**config.mk**
```make
export PLATFORM = sky130hd
export DESIGN_NAME = pipe_scoreboard_flat
export DESIGN_NICKNAME = d
export VERILOG_FILES = /design/src/rtl/pipe_scoreboard_if.sv /design/src/rtl/pipe_scoreboard.sv /design/src/flat_wrapper.sv
export SDC_FILE = /design/constraint.sdc
export NUM_CORES = 1
export LEC_CHECK = 0
export CORE_UTILIZATION = 59
export DETAILED_ROUTE_END_ITERATION = 6
export DONT_BUFFER_PORTS = 1
export PLACE_DENSITY = 0.78
export SLEW_MARGIN = 30
export SYNTH_ARGS = -nofsm -noshare
export SYNTH_HDL_FRONTEND = slang
export SYNTH_SLANG_ARGS = --single-unit
```
**constraint.sdc**
```tcl
create_clock -name clk -period 2.9 [get_ports clk]
set_clock_uncertainty 0.1 [all_clocks]
set_input_delay 0.58 -clock clk [delete_from_list [all_inputs] [get_ports clk]]
set_output_delay 0.58 -clock clk [all_outputs]
set_load 0.03 [all_outputs]
```
**src/rtl/pipe_scoreboard_if.sv**
```systemverilog
// Decode/write-back side signals of the register scoreboard.
// master = core pipeline driving issue/check/retire, slave = the scoreboard itself.
interface pipe_scoreboard_if #(
   parameter int unsigned NREG  = 32,
   parameter int unsigned NSPEC = 6,
   parameter int unsigned NREAD = 2,
   parameter int unsigned AW    = $clog2(NREG)
);
   logic                  issue_valid;
   logic [AW-1:0]         issue_rd;
   logic [NSPEC-1:0]      issue_spec;
   logic                  issue_ready;
   logic [NREAD*AW-1:0]   chk_rs;
   logic [NREAD-1:0]      chk_allow;
   logic [NSPEC-1:0]      chk_spec;
   logic                  spec_allow;
   logic                  wb_valid;
   logic [AW-1:0]         wb_rd;
   logic [NSPEC-1:0]      wb_spec;
   logic                  flush;
   logic                  busy;
   logic                  err;

   modport master (
      output issue_valid, issue_rd, issue_spec, chk_rs, chk_spec,
             wb_valid, wb_rd, wb_spec, flush,
      input  issue_ready, chk_allow, spec_allow, busy, err
   );

   modport slave (
      input  issue_valid, issue_rd, issue_spec, chk_rs, chk_spec,
             wb_valid, wb_rd, wb_spec, flush,
      output issue_ready, chk_allow, spec_allow, busy, err
   );
endinterface

```
**src/rtl/pipe_scoreboard.sv**
```systemverilog
// Register scoreboard with a saturating in-flight write counter per GPR and special register.
// Decode stalls on nonzero source counters; write-back decrements; underflow sets a sticky err.
module pipe_scoreboard #(
   parameter int unsigned NREG  = 32,
   parameter int unsigned NSPEC = 6,
   parameter int unsigned CNT_W = 2,
   parameter int unsigned NREAD = 2,
   parameter int unsigned AW    = $clog2(NREG)
) (
   input logic               clk,
   input logic               reset,
   pipe_scoreboard_if.slave  sb
);

   localparam logic [CNT_W-1:0] CntMax = '1;

   // GPR 0 is hard-wired zero, so it has no counter.
   logic [CNT_W-1:0] gpr_cnt_q  [1:NREG-1];
   logic [CNT_W-1:0] gpr_cnt_d  [1:NREG-1];
   logic [CNT_W-1:0] spec_cnt_q [NSPEC];
   logic [CNT_W-1:0] spec_cnt_d [NSPEC];
   logic             err_q, err_d;

   logic [NREG-1:0]  gpr_zero, gpr_full;
   logic [NSPEC-1:0] spec_zero, spec_full;
   logic [AW-1:0]    issue_rd_c, wb_rd_c;
   logic             issue_ready;
   logic             issue_acc, wb_acc;

   function automatic logic [AW-1:0] clamp_idx(input logic [AW-1:0] idx);
      return (32'(idx) < NREG) ? idx : '0;
   endfunction

   always_comb begin
      gpr_zero = '1;
      gpr_full = '0;
      for (int i = 1; i < NREG; i++) begin
         gpr_zero[i] = (gpr_cnt_q[i] == '0);
         gpr_full[i] = (gpr_cnt_q[i] == CntMax);
      end
      for (int s = 0; s < NSPEC; s++) begin
         spec_zero[s] = (spec_cnt_q[s] == '0);
         spec_full[s] = (spec_cnt_q[s] == CntMax);
      end
   end

   // All status outputs look at registered counters only; nothing is bypassed.
   always_comb begin
      issue_rd_c  = clamp_idx(sb.issue_rd);
      wb_rd_c     = clamp_idx(sb.wb_rd);
      issue_ready = ~(gpr_full[issue_rd_c] | (|(sb.issue_spec & spec_full)));
      issue_acc   = sb.issue_valid & issue_ready & ~sb.flush;
      wb_acc      = sb.wb_valid & ~sb.flush;
   end

   always_comb begin
      sb.issue_ready = issue_ready;
      for (int p = 0; p < NREAD; p++) begin
         sb.chk_allow[p] = gpr_zero[clamp_idx(sb.chk_rs[p*AW +: AW])];
      end
      sb.spec_allow = ~|(sb.chk_spec & ~spec_zero);
      sb.busy       = ~(&gpr_zero) | ~(&spec_zero);
      sb.err        = err_q;
   end

   always_comb begin
      logic inc, dec;
      err_d = err_q;
      for (int i = 1; i < NREG; i++) begin
         gpr_cnt_d[i] = gpr_cnt_q[i];
         inc = issue_acc && (issue_rd_c == AW'(i));
         dec = wb_acc && (wb_rd_c == AW'(i));
         if (inc && !dec) begin
            gpr_cnt_d[i] = gpr_cnt_q[i] + CNT_W'(1);
         end else if (dec && !inc) begin
            if (gpr_cnt_q[i] == '0) err_d = 1'b1;
            else                    gpr_cnt_d[i] = gpr_cnt_q[i] - CNT_W'(1);
         end
         if (sb.flush) gpr_cnt_d[i] = '0;
      end
      for (int s = 0; s < NSPEC; s++) begin
         spec_cnt_d[s] = spec_cnt_q[s];
         inc = issue_acc && sb.issue_spec[s];
         dec = wb_acc && sb.wb_spec[s];
         if (inc && !dec) begin
            spec_cnt_d[s] = spec_cnt_q[s] + CNT_W'(1);
         end else if (dec && !inc) begin
            if (spec_cnt_q[s] == '0) err_d = 1'b1;
            else                     spec_cnt_d[s] = spec_cnt_q[s] - CNT_W'(1);
         end
         if (sb.flush) spec_cnt_d[s] = '0;
      end
   end

   always_ff @(posedge clk) begin
      if (reset) begin
         for (int i = 1; i < NREG; i++) gpr_cnt_q[i] <= '0;
         for (int s = 0; s < NSPEC; s++) spec_cnt_q[s] <= '0;
         err_q <= 1'b0;
      end else begin
         for (int i = 1; i < NREG; i++) gpr_cnt_q[i] <= gpr_cnt_d[i];
         for (int s = 0; s < NSPEC; s++) spec_cnt_q[s] <= spec_cnt_d[s];
         err_q <= err_d;
      end
   end

endmodule

```
**src/flat_wrapper.sv**
```systemverilog
// flat-port wrapper written by rule: the top's interface ports become plain ports
module pipe_scoreboard_flat 
#(
   parameter int unsigned NREG  = 32,
   parameter int unsigned NSPEC = 6,
   parameter int unsigned CNT_W = 2,
   parameter int unsigned NREAD = 2,
   parameter int unsigned AW    = $clog2(NREG)
)
  (clk, reset, sb_issue_valid, sb_issue_rd, sb_issue_spec, sb_chk_rs, sb_chk_spec, sb_wb_valid, sb_wb_rd, sb_wb_spec, sb_flush, sb_issue_ready, sb_chk_allow, sb_spec_allow, sb_busy, sb_err);
  pipe_scoreboard_if #(.NREG(NREG), .NSPEC(NSPEC), .NREAD(NREAD), .AW(AW)) sb_i ();
  input logic clk;
  input logic reset;
  input wire logic [$bits(sb_i.issue_valid)-1:0] sb_issue_valid;
  input wire logic [$bits(sb_i.issue_rd)-1:0] sb_issue_rd;
  input wire logic [$bits(sb_i.issue_spec)-1:0] sb_issue_spec;
  input wire logic [$bits(sb_i.chk_rs)-1:0] sb_chk_rs;
  input wire logic [$bits(sb_i.chk_spec)-1:0] sb_chk_spec;
  input wire logic [$bits(sb_i.wb_valid)-1:0] sb_wb_valid;
  input wire logic [$bits(sb_i.wb_rd)-1:0] sb_wb_rd;
  input wire logic [$bits(sb_i.wb_spec)-1:0] sb_wb_spec;
  input wire logic [$bits(sb_i.flush)-1:0] sb_flush;
  output wire logic [$bits(sb_i.issue_ready)-1:0] sb_issue_ready;
  output wire logic [$bits(sb_i.chk_allow)-1:0] sb_chk_allow;
  output wire logic [$bits(sb_i.spec_allow)-1:0] sb_spec_allow;
  output wire logic [$bits(sb_i.busy)-1:0] sb_busy;
  output wire logic [$bits(sb_i.err)-1:0] sb_err;
  assign sb_i.issue_valid = sb_issue_valid;
  assign sb_i.issue_rd = sb_issue_rd;
  assign sb_i.issue_spec = sb_issue_spec;
  assign sb_i.chk_rs = sb_chk_rs;
  assign sb_i.chk_spec = sb_chk_spec;
  assign sb_i.wb_valid = sb_wb_valid;
  assign sb_i.wb_rd = sb_wb_rd;
  assign sb_i.wb_spec = sb_wb_spec;
  assign sb_i.flush = sb_flush;
  assign sb_issue_ready = sb_i.issue_ready;
  assign sb_chk_allow = sb_i.chk_allow;
  assign sb_spec_allow = sb_i.spec_allow;
  assign sb_busy = sb_i.busy;
  assign sb_err = sb_i.err;
  pipe_scoreboard #(.NREG(NREG), .NSPEC(NSPEC), .CNT_W(CNT_W), .NREAD(NREAD), .AW(AW)) u_core (.clk(clk), .reset(reset), .sb(sb_i));
endmodule
```
==> impl_metrics.json, run 1 <==
{
  "status": "finished, violations left",
  "violations": "negative setup slack",
  "power_frac_comb_pct": 15.3,
  "tns_ns": -0.2279,
  "ios": 49,
  "clkTransAtPathRegs_ns": 0.07,
  "cp.arrival_ns": 3.21,
  "grt_usage_pct": 39.82,
  "min_period_ns": 3.048,
  "synth_fp_nets": 1139,
  "ys_async_sr_fraction_pct": 0,
  "grt_overflow": 0,
  "grt_pass1_wl_um": 39210,
  "yosysSeqAreaShare_pct": 20.53,
  "dr.first_iter.drc_count": 1310,
  "grt_pass1_vias": 7613,
  "rsz0062_at_grt": "true",
  "worstMarginPinSlew_ns": 0.6898,
  "multi_input_area_mm2": 0.005705,
  "p_int_mw": 1.802,
  "powerDensity_mw_per_mm2": 266.3,
  "slew_headroom_pct": 53.59,
  "die_area_mm2": 0.01284,
  "rows": 40,
  "cts_buffers": 9,
  "dr.pass1.iters": 6,
  "placed_cells": 1297,
  "cp-end-kind": "flip-flop",
  "hold_viol": 0,
  "crit_required_ns": 3.06,
  "synthTopCellsByArea": "dfxtp_1, ha_1, o21ai_0",
  "hpwl_um": 19160,
  "layout_common_cells": "buf_4, o21ai_0, nand2_1",
  "cap_violations": 0,
  "n_fill_cell": 856,
  "final_common_cell": "buf_4",
  "synthAdderAreaFrac_pct": 12.66,
  "synthFlopType": "dfxtp_1",
  "swShare_pct": 27.90,
  "fmax_mhz": 328.0,
  "ir_drop_v": 0.0002278,
  "cts-root-buf": "clkbuf_16",
  "p_leak_nw": 3.959,
  "ant_nets": 0,
  "syn_area_mm2": 0.007313,
  "cts_tree": "built",
  "setup_viol": 5,
  "setup_ws_ns": -0.1483,
  "synth_top_area_share_pct": 20.53,
  "critPathLaunchType": "flip-flop",
  "cts_htree_levels": 3,
  "die_y_um": 113.3,
  "totalWireLength_um": 26150,
  "coreArea_mm2": 0.01206,
  "final_cells": 1327,
  "vias": 8606,
  "slew_viol_final": 0,
  "postSynthAreaPerCell_um2": 7.156,
  "drc": 0,
  "seqCellArea_mm2": 0.001509,
  "yosys_warnings": 0,
  "yosysTopAreaCell": "dfxtp_1",
  "cp_max_fo": 5,
  "area_delta_synth_final_pct": 28.31,
  "synth_mux_area_share_pct": 4.311,
  "clk_path_buf_depth": 2,
  "synth_top_family_by_area": "simple AND/OR/NAND/NOR gates",
  "antenna_found_initial": 0,
  "cts.sinks": 75,
  "insertion_delay_ns": 0.36,
  "clkPwrFrac_pct": 43.1,
  "pwr-share-seq_pct": 41.6,
  "wire_per_inst_um": 19.71,
  "synth_edf_count": 0,
  "place_ws_ns": -0.6023,
  "initial_core_util_pct": 60.63,
  "drive_gt1_share_pct": 26.34,
  "synthCells": 1022,
  "finalCritPeriodShare_pct": 105.1,
  "gp_congestion": 1.048,
  "min_path_type": "in -> reg",
  "p_total_mw": 2.499,
  "synth_compound_area_share_pct": 18.68,
  "synth.distinct_cells": 48,
  "synth_seq_cells": 75,
  "yosys.area_share.simple_pct": 36.44,
  "die_w_um": 113.3,
  "via_per_inst": 6.485,
  "nets": 1270,
  "postLayoutCoreUtil_pct": 77.80,
  "io_buffers": 0,
  "path_class": "reg -> reg",
  "grt_start_max_net_pins": 47,
  "yosys.area_share.xor_xnor_pct": 0.3593,
  "power.switching_uw": 697.3
}
==> metal layers <==
layer / track usage, % / vias to the layer above / wire [um]
li1: - / 3904 / -
met1: 50.18 / 3992 / 10150
met2: 63.11 / 578 / 11390
met3: 6.856 / 132 / 2902
met4: 25.44 / 0 / 1712
met5: 0 / - / 0
==> cell usage after synthesis, types with 3 or more instances <==
cell	number
o21ai_0	125
nand2_1	110
a21oi_1	97
nor2b_1	78
dfxtp_1	75
ha_1	74
nor2_1	72
nor3_1	67
inv_1	44
nor3b_1	34
nand3_1	32
nor4b_1	29
buf_2	28
clkbuf_1	26
nor4_1	18
mux4_2	14
nand4_1	13
nand2b_1	8
a31oi_1	7
buf_4	6
o211a_1	6
o211ai_1	6
and3_1	5
buf_1	4
buf_6	4
or2_2	4
or3_1	4
and4b_1	3
o22ai_1	3
xor2_1	3
==> area by class of cell <==
cell class / instances / area share [%]
well taps: 168 / 2.240
inverters: 44 / 1.813
clock buffers: 11 / 2.587
repair buffers: 189 / 16.15
diodes: 1 / 0.02667
flip-flops and latches: 75 / 16.08
multi-input cells: 834 / 60.80
clock inverters: 5 / 0.3067
==> worst max-delay path, stage by stage (launching register included) <==
cell and delay (ns):
dfxtp_1 0.32, and3_1 0.16, a31oi_1 0.21, nand3_2 0.21, nand4b_4 0.30, buf_12 0.19
buf_4 0.14, nor3_2 0.23, ha_1 0.21, nor4b_1 0.06, buf_4 0.13, nor4_1 0.30
nand4_1 0.14, nor3_1 0.19, nor2_1 0.06
==> per-stage QoR <==
| stage | area [um^2] | hold slack (ns) |
|---|---|---|
| floorplan | 7357 | 0.3838 |
| global placement | 8567 | 0.3927 |
| detailed placement | 8567 | 0.4021 |
| CTS | 9115 | 0.1778 |
| global route | 9382 | 0.1932 |
| finish | 9384 | 0.1855 |
==> what timing repair did <==
item                                   CTS  global route
cloned                                   0             1
setup endpoints to repair                6            10
endpoints found under the hold margin    0             0
setup buffers                            5             9
pin swaps                               12            20
gates resized for setup                 57            49
hold buffers                             0             0
==> power by group through the flow <==
stage	clock, mW	sequential (mW)	combinational, mW
floorplan	0	1.06	0.229
global placement	0	1.06	0.316
detailed placement	0	1.06	0.320
CTS	1.08	1.04	0.340
global route	1.11	1.04	0.401
finish	1.08	1.04	0.382
==> state kept, by name, indices dropped and copies added, names as in the netlist <==
| name | flops |
|---|---|
| u_core.spec_cnt_q | 12 |
| u_core.sb.err | 1 |
| u_core.gpr_cnt_q | 62 |
==> cells by family (layout without fill, tap and decap cells) <==
group / Yosys count / count (layout)
xor+xnor: 3 / 3
flops: 75 / 75
fa+ha+maj: 74 / 74
mux: 14 / 14
simple gates: 490 / 490
other cells: 0 / 1
buf+inv: 113 / 249
compound gates: 253 / 253
==> path summary, 6_finish.rpt <==
check,depth (start not counted),slack [ns],from,to
worst max-delay path,14,-0.15,u_core.spec_cnt_q[0][9],u_core.sb.err
worst min-delay path,1,0.19,reset,u_core.sb.err
worst max register to register,14,-0.15,u_core.spec_cnt_q[0][9],u_core.sb.err
worst min register to register,2,0.42,u_core.gpr_cnt_q[0][51],u_core.gpr_cnt_q[0][51]
(Power assumes the default switching activity.)
==> inputs of run 2 (changes only) <==
- clock period: 2.9 -> 2.5 ns (I/O delays scaled with it)
==> impl_metrics.json, run 2 <==
{
  "error": "[ERROR GRT-0232] Routing congestion too high. Check the congestion heatmap in the GUI.",
  "cts_buffers": 9,
  "synth_seq_cells": 75,
  "rows": 40,
  "yosysSeqAreaShare_pct": 20.53,
  "worst-ep-kind": "register data pin",
  "status": "stopped before the end",
  "gp_congestion": 1.026,
  "grt_overflow": 16,
  "die_y_um": 113.3,
  "yosys.area_share.xor_xnor_pct": 0.3593,
  "yosys.area_share.simple_pct": 36.44,
  "synth_common_cells": "o21ai_0, nand2_1, a21oi_1",
  "grt_start_max_net_pins": 39,
  "ys_async_sr_fraction_pct": 0,
  "synth_compound_area_share_pct": 18.68,
  "synth_top_family_by_area": "simple AND/OR/NAND/NOR gates",
  "yosysMostFrequentCell": "o21ai_0",
  "synthAdderAreaFrac_pct": 12.66,
  "synthTopCellsByArea": "dfxtp_1, ha_1, o21ai_0",
  "io_buffers": 0,
  "yosys_warnings": 0,
  "synthCells": 1022,
  "ios": 49,
  "initial_core_util_pct": 60.63,
  "synth.distinct_cells": 48,
  "synth_edf_count": 0,
  "cts_htree_levels": 3,
  "clk_path_buf_depth": 2,
  "synth_top_area_share_pct": 20.53,
  "crit_endpoint": "u_core.sb.err$_SDFF_PP0_/D",
  "cts-root-buf": "clkbuf_16",
  "cts_hold_buf": 0,
  "postSynthAreaPerCell_um2": 7.156,
  "synth_fp_nets": 1139,
  "lastStage": "5_1_grt",
  "synthFlopType": "dfxtp_1",
  "grt_usage_pct": 78.50,
  "synth_mux_area_share_pct": 4.311,
  "syn_area_mm2": 0.007313,
  "cts.sinks": 75,
  "hpwl_um": 20300,
  "die_w_um": 113.3,
  "yosysTopAreaCell": "dfxtp_1"
}
-- run 2: cell counts after synthesis --
Identical to the previous run, type by type.
-- run 2: through the flow --
stage	hold WS (ns)	setup WS, ns	std cells	area [um^2]
floorplan	0.3838	-0.3716	1022	7746
CTS	0.1059	-0.4369	1370	10240
detailed placement	0.4808	-0.8106	1338	9223
global placement	0.4754	-0.6954	1338	9223
-- run 2: kinds of logic after synthesis --
family / after synthesis
muxes: 14
buffers and inverters: 113
adders and majority gates: 74
and+or+nand+nor: 490
DFF: 75
AOI/OAI and AO/OA: 253
xor gates and xnor gates: 3
-- run 2: layer usage --
| layer | GRT overflow | GRT usage [%] |
|---|---|---|
| met3 | 1 | 65.40 |
| met1 | 1 | 77.01 |
| met4 | 10 | 80.88 |
| met5 | 0 | 41.18 |
| met2 | 4 | 93.13 |
-- run 2: repair_timing --
action / CTS
pin swaps: 36
setup endpoints to repair: 45
gates cloned: 1
setup buffers: 18
gates resized for setup: 174
==> inputs of run 3 (changes only) <==
- CORE_UTILIZATION: 59 -> 40
- PLACE_DENSITY: 0.78 -> unset
- PLACE_DENSITY_LB_ADDON: unset -> 0.15
- clock period: 2.5 -> 3.25 ns (I/O delays scaled with it)
==> impl_metrics.json, run 3 (synthesized netlist as in run 1, its figures left out) <==
{
  "largest_reg_flops": 62,
  "critPathLaunchType": "flip-flop",
  "cts_buffers": 9,
  "pwr-share-seq_pct": 37.9,
  "clkTransAtPathRegs_ns": 0.07,
  "powerDensity_mw_per_mm2": 278.6,
  "grt_overflow": 0,
  "status": "finished clean",
  "nets": 1229,
  "final_common_cell": "buf_4",
  "cp.arrival_ns": 2.49,
  "worstMarginPinSlew_ns": 0.8575,
  "gp_congestion": 1.017,
  "grt_usage_pct": 27.98,
  "ir_drop_v": 0.0002575,
  "wire_per_inst_um": 19.23,
  "vias": 7798,
  "grt_start_max_net_pins": 40,
  "grt_pass1_wl_um": 38930,
  "cp-end-kind": "output pin",
  "cts-root-buf": "clkbuf_16",
  "path_class": "reg -> out",
  "slew_viol_final": 0,
  "slew_headroom_pct": 42.83,
  "p_leak_nw": 3.654,
  "hpwl_um": 20410,
  "final_area_mm2": 0.008780,
  "crit_required_ns": 2.50,
  "die_area_mm2": 0.01883,
  "cts.sinks": 75,
  "fin_hold_ws_ns": 0.2525,
  "swShare_pct": 26.42,
  "io_buffers": 0,
  "area_delta_synth_final_pct": 20.05,
  "cap_violations": 0,
  "drive_gt1_share_pct": 17.73,
  "cts_htree_levels": 3,
  "grt_pass1_vias": 6877,
  "finalCritPeriodShare_pct": 99.59,
  "n_fill_cell": 1833,
  "power_frac_comb_pct": 11.7,
  "largest-register": "u_core.gpr_cnt_q",
  "setup_viol": 0,
  "power.switching_uw": 646.2,
  "final_cells": 1346,
  "cts_setup_buffers": 0,
  "fmax_mhz": 309.0,
  "hold_viol": 0,
  "drc": 0,
  "initial_core_util_pct": 40.71,
  "antenna_found_initial": 0,
  "rows": 49,
  "diodes": 0,
  "placed_cell_area_mm2": 0.008391,
  "cts_tree": "built",
  "dr.first_iter.drc_count": 639,
  "via_per_inst": 5.793,
  "ios": 49,
  "coreArea_mm2": 0.01796,
  "totalWireLength_um": 25880,
  "p_int_mw": 1.800,
  "cp_max_fo": 6,
  "clkPwrFrac_pct": 50.4,
  "min_path_type": "in -> reg",
  "die_w_um": 137.2,
  "rsz0062_at_grt": "true",
  "placed_cells": 1330,
  "clk_path_buf_depth": 2,
  "dr.pass1.iters": 5,
  "die_y_um": 137.2,
  "min_period_ns": 3.237,
  "ant_nets": 0,
  "layout_common_cells": "buf_4, o21ai_0, nand2_1",
  "insertion_delay_ns": 0.36
}
-- run 3: critical path, stage by stage, from the launching register on --
cell and delay (ns):
dfxtp_1 0.32, buf_4 0.15, nor2_1 0.33, a21oi_1 0.13, mux4_2 0.50, mux4_2 0.47, inv_1 0.22
-- run 3: final cells by class --
class	instances	area (um^2)	area share (%)
Multi-Input combinational cell	834	5341	60.84
Tap cell	229	286.5	3.264
Sequential cell	75	1501	17.10
Clock buffer	9	225.2	2.565
Clock inverter	7	123.9	1.411
Timing Repair Buffer	148	1136	12.94
Inverter	44	165.2	1.881
-- run 3: power groups by stage --
stage               combinational [mW]  sequential [mW]  clock [mW]
floorplan                        0.200            0.946           0
global placement                 0.279            0.948           0
detailed placement               0.278            0.948           0
CTS                              0.280            0.926        1.25
global route                     0.306            0.926        1.28
finish                           0.286            0.926        1.23
-- run 3: stage by stage --
step	setup TNS, ns	worst slack, ns	power (mW)	utilization, %
floorplan	0	0.1307	1.146	-
global placement	-0.4873	-0.4160	1.226	46.71
detailed placement	-0.4134	-0.3202	1.226	46.71
CTS	0	0.01065	2.455	48.68
global route	-0.005884	-0.005884	2.507	48.88
finish	0	0.01346	2.446	48.88
-- run 3: routing by layer --
layer / share of wire (%) / vias up / global-route usage [%] / wire length [um]
met5: 0 / - / 0 / 0
li1: - / 3818 / - / -
met2: 44 / 303 / 44.44 / 11420
met3: 8.3 / 44 / 5.372 / 2155
met4: 2.9 / 0 / 10.68 / 759
met1: 45 / 3633 / 37.32 / 11550
-- run 3: path summary, 6_finish.rpt --
| path | start | to | slack [ns] | cells past startpoint |
|---|---|---|---|---|
| worst max-delay path | u_core.gpr_cnt_q[0][58] | sb_chk_allow[0] | 0.01 | 6 |
| worst min-delay path | reset | u_core.sb.err | 0.25 | 1 |
| worst max register to register | u_core.gpr_cnt_q[0][22] | u_core.sb.err | 0.14 | 13 |
| worst min register to register | u_core.gpr_cnt_q[0][50] | u_core.gpr_cnt_q[0][50] | 0.39 | 2 |
-- run 3: what timing repair did --
action                     CTS  global route
hold buffers                 0             0
setup endpoints to repair    1             3
pin swaps                    1             0
resized for setup            1             8
==> inputs of run 4 (changes only) <==
- SKIP_CTS_REPAIR_TIMING: unset -> 1
==> impl_metrics.json, run 4 (synthesized netlist as in run 1, its figures left out) <==
{
  "min_period_ns": 3.211,
  "hold_viol": 0,
  "cts.sinks": 75,
  "max_stage_delay_ns": 0.50,
  "drc": 0,
  "nets": 1229,
  "postLayoutCoreUtil_pct": 48.88,
  "grt_pass1_wl_um": 38890,
  "hpwl_um": 20410,
  "diodes": 0,
  "ios": 49,
  "totalWireLength_um": 25860,
  "critPathLaunchType": "flip-flop",
  "cap_violations": 0,
  "cp.arrival_ns": 2.46,
  "tns_ns": 0,
  "die_w_um": 137.2,
  "critical-path-top-delay-family": "multiplexers",
  "grt_start_max_net_pins": 40,
  "final_common_cell": "buf_4",
  "min_path_type": "in -> reg",
  "insertion_delay_ns": 0.36,
  "grt_usage_pct": 27.95,
  "clk_path_buf_depth": 2,
  "coreArea_mm2": 0.01796,
  "io_buffers": 0,
  "finalCritPeriodShare_pct": 98.79,
  "wire_per_inst_um": 19.21,
  "path_common_cell": "mux4_2",
  "setup_viol": 0,
  "r2r_cells": 13,
  "cts-root-buf": "clkbuf_16",
  "rsz0062_at_grt": "true",
  "worstMarginPinSlew_ns": 0.8585,
  "layout_common_cells": "buf_4, o21ai_0, nand2_1",
  "cp_max_fo": 6,
  "cp-end-kind": "output pin",
  "p_leak_nw": 3.654,
  "via_per_inst": 5.828,
  "initial_core_util_pct": 40.71,
  "dr.first_iter.drc_count": 717,
  "cts_htree_levels": 3,
  "gp_congestion": 1.017,
  "rows": 49,
  "die_y_um": 137.2,
  "vias": 7845,
  "slew_headroom_pct": 42.77,
  "cp_num_buf_inv": 2,
  "grt_pass1_vias": 6875,
  "slew_viol_final": 0,
  "fin_hold_ws_ns": 0.2551,
  "dr.pass1.iters": 5,
  "cts_buffers": 9,
  "antenna_found_initial": 0,
  "crit_required_ns": 2.50,
  "status": "finished clean",
  "ir_drop_v": 0.0002569,
  "worst-path-stages": 6,
  "cts_tree": "built",
  "powerDensity_mw_per_mm2": 278.2,
  "hold_path_depth": 1,
  "slowest_stage": "mux4_2",
  "grt_overflow": 0,
  "largest_reg_flops": 62,
  "clkTransAtPathRegs_ns": 0.07,
  "path_cells": "buf_4 > nor2_1 > a21oi_1 > mux4_2 > mux4_2 > inv_1",
  "drive_gt1_share_pct": 17.73,
  "ant_nets": 0,
  "p_total_mw": 2.443,
  "area_delta_synth_final_pct": 20.05,
  "fmax_mhz": 311.5,
  "largest-register": "u_core.gpr_cnt_q",
  "path_class": "reg -> out",
  "die_area_mm2": 0.01883
}
==> run 4: where the power goes <==
| part | switching (mW) | total, mW | internal [mW] |
|---|---|---|---|
| sequential | 0.00581 | 0.926 | 0.921 |
| combinational | 0.166 | 0.287 | 0.121 |
| clock | 0.472 | 1.23 | 0.758 |
| total | 0.643 | 2.44 | 1.80 |
==> run 4: path summary, 6_finish.rpt <==
| path | endpoint | slack, ns | startpoint |
|---|---|---|---|
| hold reg to reg | u_core.gpr_cnt_q[0][50] | 0.39 | u_core.gpr_cnt_q[0][50] |
| hold / removal | u_core.sb.err | 0.26 | reset |
| setup reg to reg | u_core.sb.err | 0.13 | u_core.gpr_cnt_q[0][22] |
| setup / recovery | sb_chk_allow[0] | 0.04 | u_core.gpr_cnt_q[0][58] |
==> run 4: stage by stage <==
step	std cells	setup WS [ns]	area [um^2]
6_report	1346	0.03940	8780
5_1_grt	1346	-0.005884	8780
4_1_cts	1346	-0.03656	8740
3_5_place_dp	1330	-0.3202	8391
3_3_place_gp	1330	-0.4160	8391
2_1_floorplan	1022	0.1307	7313
==> run 4: routing by layer <==
metal / GRT usage, % / vias to the layer above / wire [um]
met5: 0 / - / 0
met4: 10.68 / 0 / 743
met3: 5.408 / 43 / 2060
met2: 44.39 / 284 / 11480
met1: 37.25 / 3698 / 11580
li1: - / 3820 / -
==> run 4: worst register-to-register path, delay by kind of cell, from the launching register on <==
| family | cells | cell delay [ns] |
|---|---|---|
| adders and majority gates | 1 | 0.21 |
| AOI/OAI and AO/OA | 3 | 0.60 |
| buffers and inverters | 2 | 0.39 |
| DFF | 1 | 0.32 |
| and+or+nand+nor | 6 | 0.96 |
| muxes | 1 | 0.49 |
==> run 4: cell type report <==
| class | count | area [um^2] |
|---|---|---|
| clock buffer | 9 | 225.2 |
| timing repair buffer | 148 | 1136 |
| clock inverter | 7 | 123.9 |
| multi-input combinational | 834 | 5341 |
| sequential | 75 | 1501 |
| inverter | 44 | 165.2 |
| tap | 229 | 286.5 |
| fill | 1833 | 9184 |
